## src/rtl/z480_wb_arbiter.sv

```systemverilog
// ---------------------------------------------------------------------------
// z480_pkg / z480_wb_arbiter
//
// Purpose
//   Round-robin arbiter that shares the single ROB writeback port between
//   N_PORTS execution units. Every cycle it grants at most one requester,
//   scanning from rr_ptr. The winning payload goes into a 1-entry output
//   register that drives the ROB completion port. A core-wide flush kills
//   the held entry and blocks acceptance for that cycle.
//
// Ports
//   clk        in   1                    core clock
//   rst_n      in   1                    synchronous active-low reset
//   flush      in   1                    pipeline flush
//   in_valid   in   N_PORTS              per-unit writeback valid
//   in_wb      in   N_PORTS x z480_wb_t  per-unit writeback payload
//   in_ready   out  N_PORTS              per-unit ready (one-hot or zero)
//   out_valid  out  1                    writeback to ROB valid
//   out_wb     out  z480_wb_t            registered winning payload
//   out_src    out  SRC_W                index of the unit that produced out_wb
//   out_ready  in   1                    ROB accepts writeback
// ---------------------------------------------------------------------------

package z480_pkg;

    // Writeback record that the execution units hand to the ROB.
    typedef struct packed {
        logic [5:0]  rob_idx;
        logic [31:0] data;
        logic        exc;
    } z480_wb_t;

endpackage

module z480_wb_arbiter #(
    parameter  int N_PORTS = 4,
    localparam int SRC_W   = (N_PORTS > 1) ? $clog2(N_PORTS) : 1
) (
    input  logic                                 clk,
    input  logic                                 rst_n,
    input  logic                                 flush,
    input  logic             [N_PORTS-1:0]       in_valid,
    input  z480_pkg::z480_wb_t [N_PORTS-1:0]     in_wb,
    output logic             [N_PORTS-1:0]       in_ready,
    output logic                                 out_valid,
    output z480_pkg::z480_wb_t                   out_wb,
    output logic             [SRC_W-1:0]         out_src,
    input  logic                                 out_ready
);

    logic                 r_out_valid;
    z480_pkg::z480_wb_t   r_out_wb;
    logic [SRC_W-1:0]     r_out_src;
    logic [SRC_W-1:0]     r_rr_ptr;

    logic [N_PORTS-1:0]   w_grant;
    logic [SRC_W-1:0]     w_gnt_idx;
    logic                 w_found;
    logic                 w_slot_free;
    logic                 w_open;
    logic                 w_accept;
    logic [SRC_W-1:0]     w_ptr_next;

    // Rotating priority split into two linear scans: first the ports at or
    // above rr_ptr, then (only if none of those requests) the ports below it.
    // This gives the same winner as a modulo scan without a wide rotated index.
    always_comb begin
        w_found   = 1'b0;
        w_gnt_idx = '0;
        for (int unsigned i = 0; i < N_PORTS; i++) begin
            if (!w_found && in_valid[SRC_W'(i)] && (SRC_W'(i) >= r_rr_ptr)) begin
                w_found   = 1'b1;
                w_gnt_idx = SRC_W'(i);
            end
        end
        for (int unsigned i = 0; i < N_PORTS; i++) begin
            if (!w_found && in_valid[SRC_W'(i)]) begin
                w_found   = 1'b1;
                w_gnt_idx = SRC_W'(i);
            end
        end
    end

    always_comb begin
        w_grant = '0;
        if (w_found) begin
            w_grant[w_gnt_idx] = 1'b1;
        end
    end

    // Ready is withheld while reset is asserted so no producer believes a
    // payload was taken that the reset is about to drop.
    assign w_slot_free = !r_out_valid || out_ready;
    assign w_open      = w_slot_free && !flush && rst_n;
    assign in_ready    = w_grant & {N_PORTS{w_open}};
    assign w_accept    = |(in_valid & in_ready);

    assign w_ptr_next  = (w_gnt_idx == SRC_W'(N_PORTS - 1)) ? '0 : w_gnt_idx + 1'b1;

    always_ff @(posedge clk) begin
        if (!rst_n) begin
            r_out_valid <= 1'b0;
            r_out_wb    <= '0;
            r_out_src   <= '0;
            r_rr_ptr    <= '0;
        end else if (w_accept) begin
            r_out_valid <= 1'b1;
            r_out_wb    <= in_wb[w_gnt_idx];
            r_out_src   <= w_gnt_idx;
            r_rr_ptr    <= w_ptr_next;
        end else if (flush || out_ready) begin
            // Retire or flush with nothing new: drop valid, keep payload/src.
            r_out_valid <= 1'b0;
        end
    end

    assign out_valid = r_out_valid;
    assign out_wb    = r_out_wb;
    assign out_src   = r_out_src;

    a_ready_onehot0 : assert property (@(posedge clk) $onehot0(in_ready));

    a_hold_stable : assert property (@(posedge clk)
        (rst_n && out_valid && !out_ready) |=> ($stable(out_wb) && $stable(out_src)));

endmodule

```

## config.mk

```make
export PLATFORM = sky130hd
export DESIGN_NAME = z480_wb_arbiter
export DESIGN_NICKNAME = d
export VERILOG_FILES = /design/src/rtl/z480_wb_arbiter.sv
export SDC_FILE = /design/constraint.sdc
export NUM_CORES = 1
export LEC_CHECK = 0
export CORE_ASPECT_RATIO = 0.9
export CORE_MARGIN = 3
export CORE_UTILIZATION = 37
export CTS_BUF_LIST = sky130_fd_sc_hd__clkbuf_16
export CTS_CLUSTER_SIZE = 12
export DETAILED_ROUTE_END_ITERATION = 10
export PLACE_DENSITY_LB_ADDON = 0.08
export SYNTH_ARGS = -nofsm -noshare
export SYNTH_HDL_FRONTEND = slang
export SYNTH_SLANG_ARGS = --single-unit
```

## constraint.sdc

```tcl
create_clock -name clk -period 8.4 [get_ports clk]
set_input_delay 1.26 -clock clk [delete_from_list [all_inputs] [get_ports clk]]
set_output_delay 1.26 -clock clk [all_outputs]
set_load 0.05 [all_outputs]
```

==> flow_summary.json <==
{
  "finalCriticalPeriod_ns": 5.86,
  "grt_pass1_wl_um": 14000,
  "synth.area.top_cells": "dfxtp_1, mux2i_1, o221ai_1",
  "stdcell_area_um2": 4930,
  "drive_above_1_share_pct": 5.62,
  "grt_max_degree": 47,
  "swShare_pct": 31.7,
  "max_slew_margin_pct": 36.4,
  "postSynthCellCount": 267,
  "die_h_um": 87.3,
  "p_leak_nw": 2.13,
  "dp_hpwl_um": 7330,
  "core_um2": 6830,
  "finalPower_mw": 0.753,
  "cts_sinks": 44,
  "critPathMaxFanout": 46,
  "yosysWarnings": 0,
  "syn_area_um2": 2720,
  "synth.distinct_cells": 30,
  "power_frac_seq_pct": 31.7,
  "clk_pin_slew_ns": 0.06,
  "clock_skew_ns": 0.00703,
  "start_kind": "primary input",
  "cts_resized": 0,
  "firstDrtPassIters": 4,
  "powerDensity_nw_per_um2": 153,
  "period_share_pct": 69.7,
  "clock_latency_ns": 0.28,
  "ioPinCount": 210,
  "max_freq_mhz": 171,
  "switchingPower_mw": 0.238,
  "status": "completed",
  "htree_levels": 2,
  "grt_pass1_vias": 2902,
  "start_util_pct": 39.7,
  "avgRoutedWirePerCell_um": 16.6,
  "syn_avg_cell_area_um2": 10.2,
  "setup_viol": 0,
  "ys_seq_area_share_pct": 32.4,
  "synth_top_cell_area_share_pct": 32.4,
  "ys_ff_latch": 44,
  "cts_setup_buffers": 0,
  "critPathKind": "in2out",
  "cp.required_ns": 7.14,
  "syn2layout_area_growth_pct": 81.6,
  "dieArea_um2": 8400,
  "seq_area_um2": 881,
  "grt_setup_unrepaired": "false",
  "die_x_um": 96.3,
  "root_buffer": "clkbuf_16",
  "hold_path.class": "reg2reg",
  "maxSlewViolCount": 0,
  "cts_tree": "built",
  "worst_pin_slew_ns": 0.955,
  "drv_cap": 0,
  "p_int_mw": 0.515,
  "setup_tns_ns": 0,
  "gr-total-overflow": 0,
  "cts_buffer_depth": 2,
  "hold_viol": 0,
  "antenna_found_initial": 0,
  "multi_input_area_um2": 1650,
  "nFillCells": 558,
  "p_clk_share_pct": 29.0,
  "place_area_um2": 4760,
  "p_comb_share_pct": 39.3,
  "first_iter_violations": 52,
  "gp_congestion": 0.882,
  "antenna_cells": 0,
  "cts_made_buffers": 5,
  "vias_per_cell": 5.14,
  "final_antenna_net_count": 0,
  "setup.worst_path.end_class": "output port",
  "ir_drop_v": 0.0000921,
  "rows": 28,
  "routed_wirelength_um": 9190,
  "arrival_ns": 4.60,
  "postCtsHoldBufs": 0,
  "fin_nets": 630,
  "portBuffers": 209,
  "layout_commonest_cell": "clkdlybuf4s50_1",
  "drcViolationCount": 0,
  "syn-num-nets": 435,
  "final_cell_mix": "clkdlybuf4s50_1, mux2i_1, dfxtp_1, nand2_1, o221ai_1",
  "yosysTopAreaCell": "dfxtp_1",
  "grt_usage_pct": 21.4,
  "via_count": 2841
}
-- worst max-delay path, cell delays in order --
cell and delay [ns]:
clkdlybuf4s50_1 0.55, nor2b_1 0.20, o21ba_1 0.17, a211o_4 0.56, buf_4 0.61, ha_1 0.28, and2_1 0.13, clkdlybuf4s50_1 0.80
-- registers in the layout, indices dropped and copies added (netlist names) --
| name | cells |
|---|---|
| out_src | 2 |
| out_valid | 1 |
| out_wb | 39 |
| r_rr_ptr | 2 |
-- synth_stat cells (all sizes together) --
master	instances
nor2b	3
nand2	42
or2	1
a211o	1
buf	20
dfxtp	44
a2111o	1
o221ai	39
inv	4
clkbuf	3
nor4	1
a21boi	1
and2b	1
o22ai	2
a21o	1
mux2i	79
nand2b	3
o21ba	1
nor3	1
a22oi	2
o31ai	1
ha	4
o21ai	2
a21oi	1
and2	7
nor2	2
-- metal layers --
metal | routed length (µm) | part of all wire, % | vias to the layer above | GRT usage (%)
li1 | - | - | 1396 | -
met1 | 3390 | 37 | 1289 | 24.2
met2 | 4500 | 49 | 141 | 37.2
met3 | 1110 | 12 | 15 | 8.04
met4 | 189 | 2.1 | 0 | 6.11
met5 | 0 | 0 | - | 0
-- cell type report --
| cell class | count | share of cell area [%] |
|---|---|---|
| timing repair buffer | 211 | 42.7 |
| multi-input combinational | 196 | 33.4 |
| sequential | 44 | 17.9 |
| clock buffer | 5 | 2.54 |
| tap | 90 | 2.28 |
| clock inverter | 3 | 0.863 |
| inverter | 4 | 0.305 |
-- logic make-up (layout without fill, tap and decap cells) --
group	Yosys count	in the layout	share of synthesized area, %
mux	79	79	29.1
simple gates	61	61	10.3
compound gates	52	52	19.1
flops	44	44	32.4
buf+inv	27	223	7.23
fa+ha+maj	4	4	1.84
-- per-stage QoR --
step | utilization [%] | hold slack (ns) | worst slack [ns] | instances
after global routing | 72.2 | 0.482 | 2.34 | 553
after global placement | 69.7 | 0.442 | 2.61 | 545
after detailed placement | 69.7 | 0.448 | 2.53 | 545
after floorplan | - | 0.536 | 4.48 | 267
final | 72.2 | 0.455 | 2.54 | 553
after CTS | 72.2 | 0.459 | 2.52 | 553
-- final timing paths --
path	from	end	slack, ns	depth (start not counted)
max	in_valid[0]	in_ready[0]	2.54	8
min	out_src[1]	out_src[1]	0.45	2
max reg2reg	r_rr_ptr[0]	out_wb[20]	4.44	11
min reg2reg	out_src[1]	out_src[1]	0.45	2
-- power groups by stage --
stage / clock [mW] / combinational, mW / sequential, mW
2_1_floorplan: 0 / 0.103 / 0.308
3_3_place_gp: 0 / 0.296 / 0.242
3_5_place_dp: 0 / 0.298 / 0.243
4_1_cts: 0.221 / 0.299 / 0.239
5_1_grt: 0.233 / 0.315 / 0.241
6_report: 0.218 / 0.296 / 0.239
(Power assumes the default switching activity.)
